$ cat config.mk
export PLATFORM = sky130hd
export DESIGN_NAME = add_seq_arb
export DESIGN_NICKNAME = d
export VERILOG_FILES = /design/src/rtl/add_seq_arb.sv
export SDC_FILE = /design/constraint.sdc
export NUM_CORES = 1
export LEC_CHECK = 0
export ABC_AREA = 1
export CAP_MARGIN = 20
export CORE_AREA = 2 2 139 154
export DETAILED_ROUTE_END_ITERATION = 6
export DIE_AREA = 0 0 141 156
export PLACE_DENSITY = 0.86
export SYNTH_ARGS = -nofsm -noshare
export SYNTH_HDL_FRONTEND = slang
export SYNTH_SLANG_ARGS = --single-unit
export TNS_END_PERCENT = 1
$ cat constraint.sdc
create_clock -name clk -period 6.6 [get_ports clk]
set_input_delay 1.32 -clock clk [delete_from_list [all_inputs] [get_ports clk]]
set_output_delay 1.32 -clock clk [all_outputs]
set_load 0.005 [all_outputs]
$ cat src/rtl/add_seq_arb.sv
// Shared 32-bit adder: round-robin arbiter in front of a single 16-bit
// ripple-carry slice that is sequenced low half then high half.
module add_seq_arb #(
  parameter  int unsigned NREQ = 4,
  localparam int unsigned IDW  = $clog2(NREQ)
) (
  input  logic                 clk,
  input  logic                 rst,
  input  logic [NREQ-1:0]      req_valid,
  output logic [NREQ-1:0]      req_ready,
  input  logic [32*NREQ-1:0]   req_a,
  input  logic [32*NREQ-1:0]   req_b,
  output logic                 rsp_valid,
  input  logic                 rsp_ready,
  output logic [IDW-1:0]       rsp_id,
  output logic [31:0]          rsp_sum,
  output logic                 rsp_cout
);

  localparam int unsigned DW = 32;
  localparam int unsigned HW = 16;

  typedef enum logic [1:0] {
    S_IDLE = 2'd0,
    S_LO   = 2'd1,
    S_HI   = 2'd2,
    S_RESP = 2'd3
  } state_e;

  state_e          state_q, state_d;
  logic [IDW-1:0]  last_grant_q, last_grant_d;
  logic [IDW-1:0]  id_q, id_d;
  logic [DW-1:0]   a_q, a_d;
  logic [DW-1:0]   b_q, b_d;
  logic [HW-1:0]   sum_lo_q, sum_lo_d;
  logic            carry_lo_q, carry_lo_d;
  logic            rsp_valid_q, rsp_valid_d;
  logic [IDW-1:0]  rsp_id_q, rsp_id_d;
  logic [DW-1:0]   rsp_sum_q, rsp_sum_d;
  logic            rsp_cout_q, rsp_cout_d;

  logic [DW-1:0]   a_arr [NREQ];
  logic [DW-1:0]   b_arr [NREQ];
  logic            found_c;
  logic [IDW-1:0]  win_c;
  logic [IDW-1:0]  cand_c;
  logic [NREQ-1:0] req_ready_c;

  logic [HW-1:0]   slice_a, slice_b, slice_sum;
  logic            slice_cin, slice_cout;
  logic [HW:0]     carry;

  for (genvar g = 0; g < NREQ; g++) begin : g_unpack
    assign a_arr[g] = req_a[g*DW +: DW];
    assign b_arr[g] = req_b[g*DW +: DW];
  end

  // Round-robin search starting one past the last winner, wrapping upward.
  always_comb begin
    found_c = 1'b0;
    win_c   = '0;
    cand_c  = '0;
    for (int unsigned k = 1; k <= NREQ; k++) begin
      cand_c = IDW'((32'(last_grant_q) + k) % NREQ);
      if (!found_c && req_valid[cand_c]) begin
        found_c = 1'b1;
        win_c   = cand_c;
      end
    end
  end

  always_comb begin
    req_ready_c = '0;
    if (!rst && state_q == S_IDLE && found_c) begin
      req_ready_c[win_c] = 1'b1;
    end
  end

  assign req_ready = req_ready_c;

  // Operand mux onto the one physical slice.
  always_comb begin
    slice_a   = '0;
    slice_b   = '0;
    slice_cin = 1'b0;
    case (state_q)
      S_LO: begin
        slice_a = a_q[HW-1:0];
        slice_b = b_q[HW-1:0];
      end
      S_HI: begin
        slice_a   = a_q[DW-1:HW];
        slice_b   = b_q[DW-1:HW];
        slice_cin = carry_lo_q;
      end
      default: ;
    endcase
  end

  always_comb begin
    carry     = '0;
    slice_sum = '0;
    carry[0]  = slice_cin;
    for (int unsigned i = 0; i < HW; i++) begin
      slice_sum[i] = slice_a[i] ^ slice_b[i] ^ carry[i];
      carry[i+1]   = (slice_a[i] & slice_b[i]) | (carry[i] & (slice_a[i] ^ slice_b[i]));
    end
  end

  assign slice_cout = carry[HW];

  always_comb begin
    state_d      = state_q;
    last_grant_d = last_grant_q;
    id_d         = id_q;
    a_d          = a_q;
    b_d          = b_q;
    sum_lo_d     = sum_lo_q;
    carry_lo_d   = carry_lo_q;
    rsp_valid_d  = rsp_valid_q;
    rsp_id_d     = rsp_id_q;
    rsp_sum_d    = rsp_sum_q;
    rsp_cout_d   = rsp_cout_q;
    case (state_q)
      S_IDLE: begin
        if (found_c) begin
          last_grant_d = win_c;
          id_d         = win_c;
          a_d          = a_arr[win_c];
          b_d          = b_arr[win_c];
          state_d      = S_LO;
        end
      end
      S_LO: begin
        sum_lo_d   = slice_sum;
        carry_lo_d = slice_cout;
        state_d    = S_HI;
      end
      // Result registers only update on the edge into RESP.
      S_HI: begin
        rsp_sum_d   = {slice_sum, sum_lo_q};
        rsp_cout_d  = slice_cout;
        rsp_id_d    = id_q;
        rsp_valid_d = 1'b1;
        state_d     = S_RESP;
      end
      S_RESP: begin
        if (rsp_ready) begin
          rsp_valid_d = 1'b0;
          state_d     = S_IDLE;
        end
      end
      default: state_d = S_IDLE;
    endcase
  end

  always_ff @(posedge clk) begin
    if (rst) begin
      state_q      <= S_IDLE;
      last_grant_q <= IDW'(NREQ - 1);
      id_q         <= '0;
      a_q          <= '0;
      b_q          <= '0;
      sum_lo_q     <= '0;
      carry_lo_q   <= 1'b0;
      rsp_valid_q  <= 1'b0;
      rsp_id_q     <= '0;
      rsp_sum_q    <= '0;
      rsp_cout_q   <= 1'b0;
    end else begin
      state_q      <= state_d;
      last_grant_q <= last_grant_d;
      id_q         <= id_d;
      a_q          <= a_d;
      b_q          <= b_d;
      sum_lo_q     <= sum_lo_d;
      carry_lo_q   <= carry_lo_d;
      rsp_valid_q  <= rsp_valid_d;
      rsp_id_q     <= rsp_id_d;
      rsp_sum_q    <= rsp_sum_d;
      rsp_cout_q   <= rsp_cout_d;
    end
  end

  assign rsp_valid = rsp_valid_q;
  assign rsp_id    = rsp_id_q;
  assign rsp_sum   = rsp_sum_q;
  assign rsp_cout  = rsp_cout_q;

endmodule

**Yosys cells after proc, flatten, opt, wreduce, memory -nomap -nowiden**

Cells that the tools add are included.

- Equal/unequal tests: 5
- $add $sub $neg: 4
- Muxes and demuxes: 33
- Reductions and logical operators: 15
- Bitwise operators: 81
- $lt $le $gt $ge: 7

Operators with widths:

| operator | number |
|---|---|
| $bmux W32 S2 | 2 |
| $mux W32 | 4 |
| $pmux W16 S2 | 2 |
| $and A1 B1 Y1 | 32 |
| $xor A1 B1 Y1 | 32 |
| $or A1 B1 Y1 | 16 |
| $lt A2 B3 Y1 const B | 5 |
| $mux W2 | 6 |
| $mux W1 | 11 |
| $bmux W1 S2 | 4 |
| $pmux W2 S4 | 1 |
| $logic_and A1 B1 Y1 | 6 |
| $reduce_and A2 Y1 | 3 |
| $add A2 B1 Y2 const B | 2 |
| $add A2 B2 Y2 const B | 2 |
| $eq A2 B2 Y1 const B | 2 |
| $logic_not A1 Y1 | 4 |
| $mux W4 | 1 |
| $ne A2 B2 Y1 const B | 2 |
| $ge A3 B3 Y1 const B | 1 |
| $not A2 Y3 | 1 |
| $demux W1 S2 | 1 |
| $eq A2 B1 Y1 const B | 1 |
| $ge A2 B1 Y1 const B | 1 |
| other kinds (3) | 3 |

- Flip-flop bits (word level): 123
- Word-level logic and storage cells: 156

**Longest topological paths before layout**

- Word-level depth: 35
- Gate-level depth with buffers: 24
- Mapped depth without buffers: 22

**Worst setup path before layout**

Ideal clock, no wire load.

- Path kind: flip-flop to flip-flop
- From: register state_q[0]
- To: register rsp_sum_q[31], in the netlist rsp_sum[31]
- Arrival time: 7,097 ps
- Path buffers: 2
- Cell stages (with the launch flop): 25
- Required time: 6,530 ps
- Setup slack: -567 ps
- Setup time: 70 ps
- Period minus slack after synthesis: 7,167 ps
- Cells stage by stage: dfxtp_1 inv_1 ha_1 clkbuf_1 inv_1 buf_1 a21oi_1 fa_1 fa_1 fa_1 fa_1 fa_1 fa_1 fa_1 fa_1 fa_1 fa_1 fa_1 fa_1 inv_1 fa_1 fa_1 fa_1 fa_1 a21oi_1

- Word-level cells in the longest chain between the ends: 34

RTL lines:

| element | RTL line | source |
|---|---|---|
| start: declaration | 30 | `state_e state_q, state_d;` |
| start signal: assignment | 171 | `state_q <= state_d;` |
| $eq A2 B2 Y1 or $eq A2 B1 Y1 (tied branches) | 86, 124 |  |
| $pmux W16 S2 | 86 | `case (state_q)` |
| $xor A1 B1 Y1 | 106 | `carry[i+1] = (slice_a[i] & slice_b[i]) \| (carry[i] & (slice_a[i] ^ slice_b[i]));` |
| $and A1 B1 Y1 | 106 |  |
| $or A1 B1 Y1 | 106 |  |
| $and A1 B1 Y1 | 106 |  |
| $or A1 B1 Y1 | 106 |  |
| $and A1 B1 Y1 | 106 |  |
| (+18 left out) | -- |  |
| $or A1 B1 Y1 | 106 |  |
| $and A1 B1 Y1 | 106 |  |
| $or A1 B1 Y1 | 106 |  |
| $and A1 B1 Y1 | 106 |  |
| $or A1 B1 Y1 | 106 |  |
| $and A1 B1 Y1 | 106 |  |
| $or A1 B1 Y1 | 106 |  |
| $xor A1 B1 Y1 | 105 | `slice_sum[i] = slice_a[i] ^ slice_b[i] ^ carry[i];` |
| end signal: assignment | 180 | `rsp_sum_q <= rsp_sum_d;` |
| end: declaration | 39 | `logic [DW-1:0] rsp_sum_q, rsp_sum_d;` |

Several ways; a longest one is shown, not always the timed one.
A chain may end at the register's enable or synchronous reset.

**Worst setup path after layout**

- From: register state_q[1]
- To: register rsp_sum_q[31], in the netlist rsp_sum[31]

The elaborated chain is that of the path after synthesis.

==> results.json <==
{
  "cp_common_cell": "fa_2",
  "rsz0062_at_grt": "no",
  "power.share.sequential_pct": 19.1,
  "synth_edf_count": 0,
  "route.met2.wl_um": 13930,
  "num-nets-final": 1923,
  "ys.warnings.count": 0,
  "min_to": "id_q[1]",
  "postPlaceCellArea_mm2": 0.01121,
  "start_util_pct": 40.36,
  "die_area_mm2": 0.02200,
  "yosys-top-cells-count": "541 x nand2_1, 197 x nand3_1, 183 x nor2_1, 123 x dfxtp_1, 93 x inv_1",
  "ys_seq_area_share_pct": 29.85,
  "fmax_mhz": 155.3,
  "clk_pin_slew_ns": 0.06,
  "end_kind": "flip-flop",
  "crit_family": "adder cells",
  "io_pins": 303,
  "dp_hpwl_um": 20460,
  "finClkSkew_ns": 0.009387,
  "maxCapViolCount": 0,
  "finalSetupViolations": 0,
  "finalSetupTns_ns": 0,
  "drive_above_1_share_pct": 5.445,
  "grt_pass1_wl_um": 44170,
  "vias_per_cell": 5.033,
  "status": "finished clean",
  "worstHoldStart": "id_q[1]",
  "port_buffers": 302,
  "wl_met1_um": 11750,
  "final-hold-violation-count": 0,
  "hold_buffers": 0,
  "r2r_cells": 22,
  "grt_use_total_pct": 24.79,
  "required_ns": 6.94,
  "topRoutingLayerUsed": "met4",
  "crit_chain": "inv_2 > ha_4 > inv_4 > a21oi_1 > fa_2 > fa_2 > fa_1 > fa_2 > fa_2 > fa_2 > fa_2 > fa_2 > fa_2 > fa_2 > fa_2 > fa_1 > inv_1 > fa_2 > fa_2 > fa_1 > fa_1 > a21oi_2",
  "clock_latency_ns": 0.41,
  "crit_fanout": 4,
  "finalMaxSlewViolations": 0,
  "multi_input_area_mm2": 0.004955,
  "grt_pass1_vias": 9031,
  "worstMarginPinSlew_ns": 1.013,
  "antenna_found_initial": 0,
  "combPwrFrac_pct": 65.5,
  "fin_crit_sh_pct": 97.57,
  "ant_nets": 0,
  "yosysMostFrequentCell": "nand2_1",
  "cts_tree": "done",
  "first_iter_violations": 869,
  "p_switching_mw": 3.227,
  "synth.largest_area_cell": "dfxtp_1",
  "ys_ff_latch": 123,
  "cpPeakStageDelay_ns": 0.44,
  "crit_type": "reg2reg",
  "critPathLaunchType": "flip-flop",
  "fp.dieH_um": 156,
  "coreArea_mm2": 0.02044,
  "swShare_pct": 52.04,
  "area_growth_pct": 43.96,
  "die_w_um": 141,
  "crit_buf_inv": 3,
  "power.clock.fraction_pct": 15.4,
  "worst_path_max_delay_cell": "fa_1",
  "ff_latch_area_mm2": 0.002465,
  "fin_util_pct": 58.10,
  "h-tree-depth": 4,
  "r2r-start": "state_q[1]",
  "antenna-diode-count": 0,
  "grt_max_degree": 97,
  "yosys-top-cells-area": "dfxtp_1 30%, nand2_1 25%, nand3_1 12%, nor2_1 8.3%, inv_1 4.2%",
  "post_cts_buffers": 0,
  "root_buffer": "clkbuf_16",
  "synth_ff_type": "dfxtp_1",
  "rrSetupSlack_ns": 0.16,
  "rr_endpoint": "rsp_sum[31]",
  "numCtsBuffers": 17,
  "drt_wl_total_um": 28300,
  "leakage_nw": 5.772,
  "period_minus_slack_ns": 6.439,
  "worstHoldPathCells": 2,
  "drc": 0,
  "async_reset_ff_share_pct": 0,
  "power_mw": 6.201,
  "clock_sinks": 123,
  "synth.avg_cell_area_um2": 5.867,
  "wl_met3_um": 1829,
  "synth.distinct_cells": 29,
  "first_pass_iters": 7,
  "arrival_ns": 6.78,
  "clk_path_buf_depth": 2,
  "fin_area_mm2": 0.01188,
  "n_fill_cell": 1856,
  "gp_congestion": 0.9289,
  "slew_headroom_pct": 32.47,
  "power_density_mw_per_mm2": 522.2,
  "synth_nets": 1689,
  "hp-class": "reg2reg",
  "peakVddDrop_uv": 342.3,
  "synthCells": 1406,
  "yosys.area.top_type_share_pct": 29.85,
  "post_drt_wl_per_cell_um": 14.82,
  "grt-ovfl-total": 0,
  "vias": 9608,
  "syn_area_mm2": 0.008249,
  "holdWs_ns": 0.4805,
  "rows": 55,
  "crit_cells": 22,
  "intPower_mw": 2.974
}
## registers in the layout, summed over array words and instances (netlist names)
register	count
a_q	32
b_q	32
rsp_sum	32
sum_lo_q	16
id_q	2
last_grant_q	2
rsp_id	2
state_q	2
carry_lo_q	1
rsp_cout	1
rsp_valid	1
## layer usage
metal  track usage [%]  vias up
met3             3.929       62
met5                 0        -
met1             31.19     4285
li1                  -     4854
met4             8.238        0
met2             43.30      407
## cell families after synthesis
logic type,Yosys count,share of synthesized area [%]
simple gates,938,46.53
flops,123,29.85
buf+inv,202,11.35
compound gates,123,7.781
fa+ha+maj,20,4.490
## through the flow
| stage | setup WS [ns] | std cells |
|---|---|---|
| floorplan | 0.006470 | 1406 |
| detailed placement | -0.02240 | 1877 |
| global placement | 0.08340 | 1877 |
| finish | 0.1606 | 1909 |
| CTS | 0.03496 | 1909 |
| global route | 0.02395 | 1909 |
## timing repair
item	CTS	global route
setup endpoints to repair	2	2
pin swaps	0	1
resized for setup	4	10
## worst register-to-register path: cells and delay by family, from the launching register on
kind / cells / cell delay, ns
flops: 1 / 0.36
fa+ha+maj: 17 / 5.57
buf+inv: 3 / 0.22
compound gates: 2 / 0.21
## worst max-delay path by stage
stage | from | end | slack [ns]
after floorplan | state_q[0] | rsp_sum[31] | 0.006
after global placement | state_q[1] | sum_lo_q[15] | 0.08
after detailed placement | state_q[1] | rsp_sum[31] | -0.02
after CTS | state_q[1] | rsp_sum[31] | 0.03
after global routing | state_q[1] | rsp_sum[31] | 0.02
final | state_q[1] | rsp_sum[31] | 0.16
## layout by cell type (no fill, tap or decap), drive strengths merged, types with 4 or more instances in the layout
| cell | instances |
|---|---|
| o22ai | 9 |
| a21oi | 56 |
| nand3 | 199 |
| nor2 | 185 |
| clkdlybuf4s50 | 301 |
| dfxtp | 123 |
| fa | 16 |
| ha | 4 |
| inv | 98 |
| nor3 | 4 |
| clkinv | 4 |
| clkbuf | 19 |
| clkinvlp | 5 |
| buf | 19 |
| nand2 | 549 |
| o21ai | 55 |
## area by class of cell
cell class	count	share of cell area, %
Sequential cell	123	20.76
Multi-Input combinational cell	1081	41.72
Timing Repair Buffer	320	26.55
Clock buffer	19	3.730
Inverter	97	3.129
Clock inverter	13	1.412
Tap cell	256	2.697
## power groups by stage
stage	Combinational (mW)	Sequential, mW	Clock (mW)
final	4.06	1.18	0.955
after CTS	4.06	1.17	0.955
after global placement	3.94	1.18	0
after floorplan	3.08	1.14	0
after global routing	4.58	1.21	0.994
after detailed placement	4.01	1.19	0
Note: power is estimated with default switching activity, not from simulation.
